### config.mk
export PLATFORM = sky130hd
export DESIGN_NAME = nibble_serial_adder
export DESIGN_NICKNAME = d
export VERILOG_FILES = /design/src/rtl/nibble_serial_adder.sv
export SDC_FILE = /design/constraint.sdc
export NUM_CORES = 1
export LEC_CHECK = 0
export ABC_AREA = 1
export CORE_MARGIN = 4
export CORE_UTILIZATION = 30
export CTS_BUF_LIST = sky130_fd_sc_hd__clkbuf_8
export CTS_CLUSTER_DIAMETER = 120
export DETAILED_ROUTE_END_ITERATION = 7
export SLEW_MARGIN = 10
export SYNTH_ARGS = -nofsm -noshare
export SYNTH_HDL_FRONTEND = slang
export SYNTH_SLANG_ARGS = --single-unit
### constraint.sdc
create_clock -name clk -period 5.53 [get_ports clk]
set_input_delay 1.3825 -clock clk [delete_from_list [all_inputs] [get_ports clk]]
set_output_delay 1.3825 -clock clk [all_outputs]
set_load 0.01 [all_outputs]
### src/rtl/nibble_serial_adder.sv
// ---------------------------------------------------------------------------
// nibble_serial_adder
//
// Multi-cycle WIDTH-bit adder, with WIDTH = 4*NIBBLES. It accepts one operand
// pair over a valid/ready handshake. It then feeds the operands one nibble per
// clock, LSB first, through a single adder4b instance. The carry between
// nibbles is held in a register. A wide add therefore costs one 4-bit adder
// plus sequencing logic.
//
// Optional build macro:
//   NIBBLE_SERIAL_ADDER_OVF_EN - adds out_ovf, the signed two's-complement
//                                overflow of the WIDTH-bit add. It is captured
//                                together with out_sum.
//
// Ports:
//   clk        rising-edge clock
//   rst_n      asynchronous active-low reset
//   in_valid   operands presented
//   in_ready   block can accept operands (IDLE only)
//   in_a       operand A            [WIDTH-1:0]
//   in_b       operand B            [WIDTH-1:0]
//   in_cin     carry-in to nibble 0
//   out_valid  result available (DONE)
//   out_ready  consumer accepts result
//   out_sum    registered sum       [WIDTH-1:0]
//   out_cout   carry-out of top nibble
//   busy       high in RUN or DONE
//   out_ovf    signed overflow (only with NIBBLE_SERIAL_ADDER_OVF_EN)
// ---------------------------------------------------------------------------

// ---------------------------------------------------------------------------
// adder4b: plain combinational 4-bit adder with carry-in and carry-out.
//   a, b   addends
//   c_in   carry-in
//   S      4-bit sum
//   C4     carry-out
// ---------------------------------------------------------------------------
module adder4b (
  output logic [3:0] S,
  output logic       C4,
  input  logic [3:0] a,
  input  logic [3:0] b,
  input  logic       c_in
);

  assign {C4, S} = {1'b0, a} + {1'b0, b} + {4'b0000, c_in};

endmodule

// ---------------------------------------------------------------------------
// FSM states:
//   state | meaning
//   IDLE  | in_ready=1, waiting for operands
//   RUN   | one nibble added per clock, idx selects the slice
//   DONE  | out_valid=1, result held until out_ready
// ---------------------------------------------------------------------------
module nibble_serial_adder #(
  parameter int NIBBLES = 4
) (
  input  logic                 clk,
  input  logic                 rst_n,
  input  logic                 in_valid,
  output logic                 in_ready,
  input  logic [4*NIBBLES-1:0] in_a,
  input  logic [4*NIBBLES-1:0] in_b,
  input  logic                 in_cin,
  output logic                 out_valid,
  input  logic                 out_ready,
  output logic [4*NIBBLES-1:0] out_sum,
  output logic                 out_cout,
  output logic                 busy
`ifdef NIBBLE_SERIAL_ADDER_OVF_EN
  ,
  output logic                 out_ovf
`endif
);

  localparam int WIDTH = 4 * NIBBLES;
  // A single-nibble build still needs a 1-bit index so that all the
  // compares stay well formed.
  localparam int IDX_W = (NIBBLES > 1) ? $clog2(NIBBLES) : 1;
  localparam logic [IDX_W-1:0] IDX_LAST = IDX_W'(NIBBLES - 1);

  typedef enum logic [1:0] {
    IDLE = 2'd0,
    RUN  = 2'd1,
    DONE = 2'd2
  } state_t;

  state_t state, state_next;

  logic [WIDTH-1:0] op_a;
  logic [WIDTH-1:0] op_b;
  logic [WIDTH-1:0] work;
  logic [WIDTH-1:0] work_next;
  logic             carry_reg;
  logic [IDX_W-1:0] idx;
  logic             idx_last;

  logic [3:0] nib_a;
  logic [3:0] nib_b;
  logic [3:0] nib_s;
  logic       nib_c4;

  // --------------------------------------------------------------------------
  // Nibble select. This is a decoded mux rather than a variable part-select,
  // so every index stays in range for any NIBBLES value.
  // --------------------------------------------------------------------------
  always_comb begin
    nib_a = 4'h0;
    nib_b = 4'h0;
    for (int i = 0; i < NIBBLES; i++) begin
      if (idx == IDX_W'(i)) begin
        nib_a = op_a[4*i +: 4];
        nib_b = op_b[4*i +: 4];
      end
    end
  end

  adder4b u_adder4b (
    .S    (nib_s),
    .C4   (nib_c4),
    .a    (nib_a),
    .b    (nib_b),
    .c_in (carry_reg)
  );

  // The work vector with the current nibble already merged in. On the last
  // nibble this is the complete sum, which lets out_sum load in the same edge.
  always_comb begin
    work_next = work;
    for (int i = 0; i < NIBBLES; i++) begin
      if (idx == IDX_W'(i)) begin
        work_next[4*i +: 4] = nib_s;
      end
    end
  end

  assign idx_last = (idx == IDX_LAST);

`ifdef NIBBLE_SERIAL_ADDER_OVF_EN
  // The carry into the MSB can be recovered from the top nibble's sum bit:
  // c_in3 = a3 ^ b3 ^ s3. Overflow is then c_in3 ^ c_out3.
  logic ovf_nib;
  assign ovf_nib = (nib_a[3] ^ nib_b[3] ^ nib_s[3]) ^ nib_c4;
`endif

  // --------------------------------------------------------------------------
  // FSM
  // --------------------------------------------------------------------------
  always_ff @(posedge clk or negedge rst_n) begin
    if (!rst_n) begin
      state <= IDLE;
    end else begin
      state <= state_next;
    end
  end

  always_comb begin
    state_next = state;
    in_ready   = 1'b0;
    out_valid  = 1'b0;
    busy       = 1'b0;
    case (state)
      IDLE: begin
        in_ready = 1'b1;
        if (in_valid) begin
          state_next = RUN;
        end
      end
      RUN: begin
        busy = 1'b1;
        if (idx_last) begin
          state_next = DONE;
        end
      end
      DONE: begin
        busy      = 1'b1;
        out_valid = 1'b1;
        if (out_ready) begin
          state_next = IDLE;
        end
      end
      default: begin
        state_next = IDLE;
      end
    endcase
  end

  // --------------------------------------------------------------------------
  // Datapath
  // --------------------------------------------------------------------------
  always_ff @(posedge clk or negedge rst_n) begin
    if (!rst_n) begin
      op_a      <= '0;
      op_b      <= '0;
      work      <= '0;
      carry_reg <= 1'b0;
      idx       <= '0;
      out_sum   <= '0;
      out_cout  <= 1'b0;
    end else begin
      case (state)
        IDLE: begin
          if (in_valid) begin
            op_a      <= in_a;
            op_b      <= in_b;
            carry_reg <= in_cin;
            idx       <= '0;
          end
        end
        RUN: begin
          work      <= work_next;
          carry_reg <= nib_c4;
          // idx stops at the last slice instead of wrapping.
          if (idx_last) begin
            out_sum  <= work_next;
            out_cout <= nib_c4;
          end else begin
            idx <= idx + 1'b1;
          end
        end
        default: begin
        end
      endcase
    end
  end

`ifdef NIBBLE_SERIAL_ADDER_OVF_EN
  always_ff @(posedge clk or negedge rst_n) begin
    if (!rst_n) begin
      out_ovf <= 1'b0;
    end else if (state == RUN && idx_last) begin
      out_ovf <= ovf_nib;
    end
  end
`endif

endmodule

# Word-level counts from Yosys, hierarchy flattened
# Cells that the tools add are included.
[word_totals]
elab_cells = 53
register_bits = 70
output_inout_bits = 20
in_bits = 37
[op_classes]
n_reduce_logical = 9
eq_ne = 9
mux = 24
addsub = 3
[ops]
columns = ["op", "count"]
rows = [
  ["$mux 4", 12],
  ["$mux 2", 5],
  ["$ne 2x2->1 const B", 4],
  ["$eq 2x2->1 const B", 3],
  ["$pmux 2 s3", 1],
  ["$reduce_and 2->1", 3],
  ["$reduce_and 3->1", 2],
  ["$add 4x4->5", 1],
  ["$add 5x1->5", 1],
  ["$eq 2x1->1 const B", 2],
  ["$logic_not 2->1", 2],
  ["$mux 1", 4],
  ["$pmux 2 s2", 1],
  ["$add 2x1->2 const B", 1],
  ["$pmux 1 s2", 1],
  ["$reduce_bool 2->1", 1],
  ["$reduce_or 2->1", 1],
]

# Logic depth before layout (Yosys ltp)
# Gate-level depths: netlist (run 1).
[depth]
depth_word = 8
ltp_mapped = 17
ltp_nobuf = 16

# Modules after synthesis
# Synthesis (run 1) repeated with hierarchy kept, for this count alone.
[unflattened]
hier_cells = 423
hier_area_um2 = 3353.2
[by_module_without_submodules]
columns = ["module", "n_inst", "seq_area_each_um2", "cells_each", "area_each_um2"]
rows = [
  ["nibble_serial_adder", 1, 1651.6, 398, 3188.1],
  ["adder4b", 1, 0.0, 25, 165.2],
]

# Least setup slack after synthesis (run 1)
# Ideal clock, no wire load.
[synth_path]
path_kind = "reg-to-reg"
from = "register idx[1]"
to = "register work[1]"
n_path_buf = 1
path_slack_ns = 2.949
t_required_ns = 5.404
synth_period_minus_slack_ns = 2.581
arrival_time_ns = 2.455
setup_time_ns = 0.126
stages_incl_launch_ff = 15
path_cell_list = "dfrtp_1 > inv_1 > ha_1 > buf_6 > inv_1 > nor2_1 > o31ai_1 > o21ai_0 > fa_1 > inv_1 > fa_1 > nand2_1 > o21ai_0 > nand2_1 > o21ai_0"
[synth_via]
elab_chain_cells = 8
word_cells_on_any_way = 15
classes_between = "2 x add/sub; 3 x eq/ne; 9 x mux; 1 x reduce/logical"
[synth_lines]
columns = ["item", "line", "source"]
rows = [
  ["start, declared", "97", "logic [IDX_W-1:0] idx;"],
  ["start signal, assigned", "220", "idx <= idx + 1'b1;"],
  ["$logic_not 2->1", "113, 133", ""],
  ["$mux 4 (4 in a row)", "113", "if (idx == IDX_W'(i)) begin"],
  ["$add 4x4->5", "46", "assign {C4, S} = {1'b0, a} + {1'b0, b} + {4'b0000, c_in};"],
  ["$add 5x1->5", "46", ""],
  ["$mux 4 (*)", "133", "if (idx == IDX_W'(i)) begin"],
  ["end signal, assigned", "213", "work <= work_next;"],
  ["end, declared", "94", "logic [WIDTH-1:0] work;"],
]
# Every way passes the cells marked *; elsewhere a longest branch is shown, timed or not.
# A chain may end at the register's enable or synchronous reset.

# Final worst setup path (run 1)
[layout_path]
from = "register idx[1]"
to = "register work[6]"
[layout_via]
elab_chain_cells = 8
word_cells_on_any_way = 15
classes_between = "2 x add/sub; 3 x eq/ne; 9 x mux; 1 x reduce/logical"
[layout_lines]
columns = ["item", "line"]
rows = [
  ["$logic_not 2->1", "113"],
  ["$mux 4 (4 in a row)", "113"],
  ["$add 4x4->5", "46"],
  ["$add 5x1->5", "46"],
  ["$mux 4 (*)", "133"],
]
# Marked as above.

==> results.toml, run 1 <==
[status]
outcome = "finished, final reports clean"

[critical_path]
timing.critical_path.to = "work[6]"
r2r_slack_ns = 2.39
end_kind = "flip-flop"
worstPathRequired_ns = 5.73
worstReg2RegEnd = "work[6]"
slowest_stage = "ha_1"
r2r_start = "idx[1]"
critical_path_class = "reg -> reg"
critPathMaxStageDelay_ns = 0.54
critPathMaxFanout = 17
r2r_cells = 15
worstSetupStartpoint = "idx[1]"
arrival_ns = 3.35
path_cells = "inv_1, ha_1, inv_1, nand3_1, nand2_1, o21ai_0, nand2_1, o21ai_0, fa_1, inv_1, fa_1, xnor2_1, nand2_1, o21ai_0, o21ai_0"
cp-start-kind = "flip-flop"
crit_top_cell = "o21ai_0"

[synth]
ys_seq_area_frac = 0.510
syn_nets = 362
synthesis.area_um2 = 3240
ys_types = 26
synthCells = 313
ys_warn_count = 0
syn_area_per_cell_um2 = 10.3
ys_ff_latch = 66

[sta]
finalHoldViolCount = 0
rsz0062_at_grt = "false"
fin_setup_tns_ns = 0
clock_skew_ns = 0.00704
setup_viol = 0
slew_headroom = 0.311
max_freq_ghz = 0.318
worstMarginPinSlew_ns = 1.03
report.final.slew_viol_count = 0
fin_crit_ns = 3.14
period_share = 0.569

[cells_and_area]
n_antenna_cell = 0
layout.nets = 415
syn_to_final_growth_pct = 25.8
finish.utilization = 0.391
final_common_cell = "nand2_1"
post_route_cells_drive_above_1_share = 0.149
largest_registers = "op_a (16), op_b (16), out_sum (16)"
final_cell_mix = "81 x nand2_1, 66 x dfrtp_1, 55 x clkdlybuf4s50_1"

[flow_run]
maxCapViolCount = 0

[floorplan]
pin_count = 57
dieArea_um2 = 12500
start_util = 0.311
design.core.area_um2 = 10400
dieWidth_um = 112
rows = 37
die_y_um = 112

[global_routing]
grt_use_total = 0.119
overflow = 0
grt_max_degree = 67
antenna_found_initial = 0
grt_pass1_wl_um = 12000
grt_pass1_vias = 2496

[worst_hold_path]
hold_path.class = "reg -> reg"
holdCritStartpoint = "out_sum[3]"

[clock_tree]
cts.repair.resized = 0
numClockSinks = 66
htreeDepth = 3
ctsHoldBuffers = 0
path_clk_slew_ns = 0.07
cts_buffers = 9
clock_path_buffers = 2
root_buffer = "clkbuf_8"
cts_tree = "built"
cts_setup_buffers = 0
clock_latency_ns = 0.34

[pwr]
power.leakage_nw = 1.95
p_per_area_nw_per_um2 = 652
vdd.ir_drop.worst_mv = 0.246

[route]
ant_nets = 0
drcViolationCount = 0
via_per_inst = 4.64
avgRoutedWirePerCell_um = 13.9
drt-total-wl_um = 7020
first_pass_iters = 4
vias = 2349
drtIter0Drc = 116

[placement]
dp_hpwl_um = 5080
gp_congestion = 0.755
numPortBuffers = 56
## critical path: cells and delay by family (launching register included)
family	cells	cell delay [ns]
AO/OA/AOI/OAI	4	0.39
adder cells (fa/ha/maj)	3	1.14
buffers and inverters	3	0.43
AND/OR/NAND/NOR	4	0.33
XOR/XNOR	1	0.32
flip-flops	1	0.41
## per-layer routing
| metal | global-route usage | share of wire | vias up | wire [µm] |
|---|---|---|---|---|
| li1 | - | - | 1150 | - |
| met1 | 0.153 | 0.46 | 1111 | 3240 |
| met2 | 0.189 | 0.46 | 78 | 3220 |
| met3 | 0.0435 | 0.064 | 10 | 447 |
| met4 | 0.0300 | 0.016 | 0 | 112 |
| met5 | 0 | 0 | - | 0 |
## cell families after synthesis
| family | share of synthesized area |
|---|---|
| AO/OA/AOI/OAI | 0.0993 |
| adder cells (fa/ha/maj) | 0.0510 |
| XOR/XNOR | 0.00271 |
| buffers and inverters | 0.0526 |
| flip-flops | 0.510 |
| multiplexers | 0.146 |
| AND/OR/NAND/NOR | 0.138 |
## worst min path at each step
stage                        to  cells past startpoint
CTS                    work[11]                      2
global placement        work[7]                      2
finish               out_sum[3]                      2
floorplan              work[11]                      2
detailed placement     work[11]                      2
global route        out_sum[11]                      2
## cell type report
class / count / area, µm²
Fill cell: 1037 / 6340
Sequential cell: 66 / 1650
Multi-Input combinational cell: 214 / 1420
Timing Repair Buffer: 57 / 563
Tap cell: 136 / 170
Clock buffer: 12 / 165
Inverter: 18 / 67.6
Clock inverter: 3 / 38.8
## synth_stat cells, drive strengths merged
| master | count | area share |
|---|---|---|
| o31ai | 1 | 0.0023 |
| xnor2 | 1 | 0.0027 |
| nand2 | 83 | 0.099 |
| a22oi | 1 | 0.0023 |
| ha | 10 | 0.039 |
| mux2 | 32 | 0.15 |
| inv | 18 | 0.021 |
| nor3 | 1 | 0.0015 |
| o21ai | 43 | 0.066 |
| dfrtp | 66 | 0.51 |
| fa | 2 | 0.012 |
| or2 | 4 | 0.0077 |
| and2 | 1 | 0.0019 |
| o211ai | 1 | 0.0023 |
| a21oi | 8 | 0.012 |
| buf | 15 | 0.032 |
| nand3 | 14 | 0.022 |
| a31oi | 7 | 0.014 |
| nor2 | 5 | 0.0058 |
## report_power, final
group	switching [W]	total (W)	leakage [nW]	internal, W
clock network	0.000171	0.000412	0.110	0.000240
registers	0.000142	0.000862	0.806	0.000720
logic	0.000732	0.00138	1.03	0.000650
## stage by stage
| step | instance area (µm²) | instances | power, W | setup slack (ns) | hold WS, ns |
|---|---|---|---|---|---|
| floorplan | 3240 | 313 | 0.00185 | 2.95 | 0.441 |
| global placement | 3870 | 491 | 0.00222 | 2.40 | 0.453 |
| detailed placement | 3870 | 491 | 0.00225 | 2.37 | 0.462 |
| CTS | 4070 | 506 | 0.00268 | 2.37 | 0.480 |
| global route | 4070 | 506 | 0.00290 | 1.96 | 0.496 |
| finish | 4070 | 506 | 0.00266 | 2.39 | 0.478 |
Note: power is estimated with default switching activity, not from simulation.
==> run 2: changes to the inputs <==
Clock period 5.53 ns to 2.7 ns, I/O delays scaled along.
==> results.toml, run 2 (same netlist as run 1, synthesis figures left out) <==
[status]
outcome = "finished, final reports clean"

[clock_tree]
path_clk_slew_ns = 0.07
numClockSinks = 66
clock_latency_ns = 0.34
cts_buffers = 9
ctsHoldBuffers = 0
htreeDepth = 3
root_buffer = "clkbuf_8"
cts_tree = "built"
clock_path_buffers = 2

[critical_path]
timing.critical_path.to = "work[9]"
worstReg2RegEnd = "work[9]"
crit_family = "adder cells"
worstSetupStartpoint = "idx[1]"
end_kind = "flip-flop"
path_buf_inv = 2
path_cells = "ha_2, clkinvlp_4, nand2_1, o21ai_2, fa_2, inv_2, fa_2, nand2_1, o21ai_0, nand2_1, o21ai_0"
r2r_slack_ns = 0.21
critPathMaxFanout = 6
crit_top_cell = "nand2_1"
r2r_start = "idx[1]"
slowest_stage = "fa_2"
r2r_cells = 11
critPathMaxStageDelay_ns = 0.45
arrival_ns = 2.69
worstPathRequired_ns = 2.90
cp-start-kind = "flip-flop"
path_depth = 11
critical_path_class = "reg -> reg"

[sta]
period_share = 0.923
finalHoldViolCount = 0
worstMarginPinSlew_ns = 0.815
clock_skew_ns = 0.00496
setup_viol = 0
fin_crit_ns = 2.49
report.final.slew_viol_count = 0
setup_ws_ns = 0.208
max_freq_ghz = 0.401
slew_headroom = 0.457

[pwr]
total_power_w = 0.00600
switching_share = 0.386
internal_power_w = 0.00369
clock_power_share = 0.149
power.leakage_nw = 2.06
seq_power_share = 0.295
vdd.ir_drop.worst_mv = 0.618
power.switching_w = 0.00232
p_per_area_nw_per_um2 = 1390
p_comb_frac = 0.556

[placement]
gp_congestion = 0.781
dp_slack_ns = -0.00506
numPortBuffers = 56
dp_hpwl_um = 5240

[cells_and_area]
syn_to_final_growth_pct = 33.9
largest_registers = "op_a (16), op_b (16), out_sum (16)"
fillers = 996
layout.nets = 435
n_antenna_cell = 0
final_common_cell = "nand2_1"
final_cell_mix = "80 x nand2_1, 64 x dfrtp_1, 55 x clkdlybuf4s50_1"
post_route_cells_drive_above_1_share = 0.244

[route]
first_pass_iters = 4
vias = 2373
drt-total-wl_um = 7130
avgRoutedWirePerCell_um = 13.6
drcViolationCount = 0
via_per_inst = 4.51
drtIter0Drc = 90
ant_nets = 0

[global_routing]
antenna_found_initial = 0
grt_pass1_vias = 2338
overflow = 0
grt_pass1_wl_um = 11900
grt_use_total = 0.119
grt_max_degree = 67

[floorplan]
start_util = 0.311
pin_count = 57
dieWidth_um = 112
rows = 37
design.core.area_um2 = 10400
die_y_um = 112
dieArea_um2 = 12500

[worst_hold_path]
holdPathStages = 2
hold_path.class = "reg -> reg"

[flow_run]
maxCapViolCount = 0
-- run 2: cell type report --
cell class | instances | area (µm²) | area share
timing repair buffer | 77 | 726 | 0.167
tap | 136 | 170 | 0.0392
multi-input combinational | 214 | 1490 | 0.343
sequential | 66 | 1650 | 0.382
clock buffer | 14 | 193 | 0.0444
clock inverter | 1 | 30.0 | 0.00693
inverter | 18 | 76.3 | 0.0176
-- run 2: worst reg2reg max path: stages, from the launching register on --
cell and delay (ns):
dfrtp_2 0.43, ha_2 0.31, clkinvlp_4 0.19, nand2_1 0.11, o21ai_2 0.07, fa_2 0.38, inv_2 0.08, fa_2 0.45
nand2_1 0.08, o21ai_0 0.11, nand2_1 0.07, o21ai_0 0.08
-- run 2: worst min-delay path by stage --
stage                          start          to  slack, ns
after floorplan                rst_n   carry_reg       0.38
after global placement       work[7]     work[7]       0.45
after detailed placement     work[3]     work[3]       0.46
after CTS                   work[11]    work[11]       0.48
after global routing      out_sum[4]  out_sum[4]       0.50
final                        work[3]     work[3]       0.48
-- run 2: power by group through the flow --
stage / Sequential, W / Combinational (W) / Clock (W)
after floorplan: 0.00173 / 0.00205 / 0
after global placement: 0.00175 / 0.00303 / 0
after detailed placement: 0.00177 / 0.00310 / 0
after CTS: 0.00175 / 0.00311 / 0.000928
after global routing: 0.00183 / 0.00377 / 0.000979
final: 0.00177 / 0.00334 / 0.000893
-- run 2: what timing repair did --
item,in CTS,in global routing
resized for setup,1,35
setup endpoints to repair,3,22
pin swaps,0,5
endpoints found under the hold margin,0,0
buffers inserted,0,4
-- run 2: through the flow --
step,setup TNS [ns],utilization,area [µm²],std cells,hold slack (ns)
global route,-0.0274,0.416,4340,526,0.504
global placement,0,0.384,4000,507,0.453
finish,0,0.416,4340,526,0.476
CTS,0,0.405,4220,522,0.479
detailed placement,-0.00506,0.384,4000,507,0.462
floorplan,0,-,3240,313,0.379
-- run 2: metal layers --
layer	track usage	vias to the layer above	share of wire
met5	0	-	0
met4	0.0316	0	0.010
met3	0.0353	9	0.045
met2	0.193	55	0.48
met1	0.154	1117	0.46
li1	-	1192	-
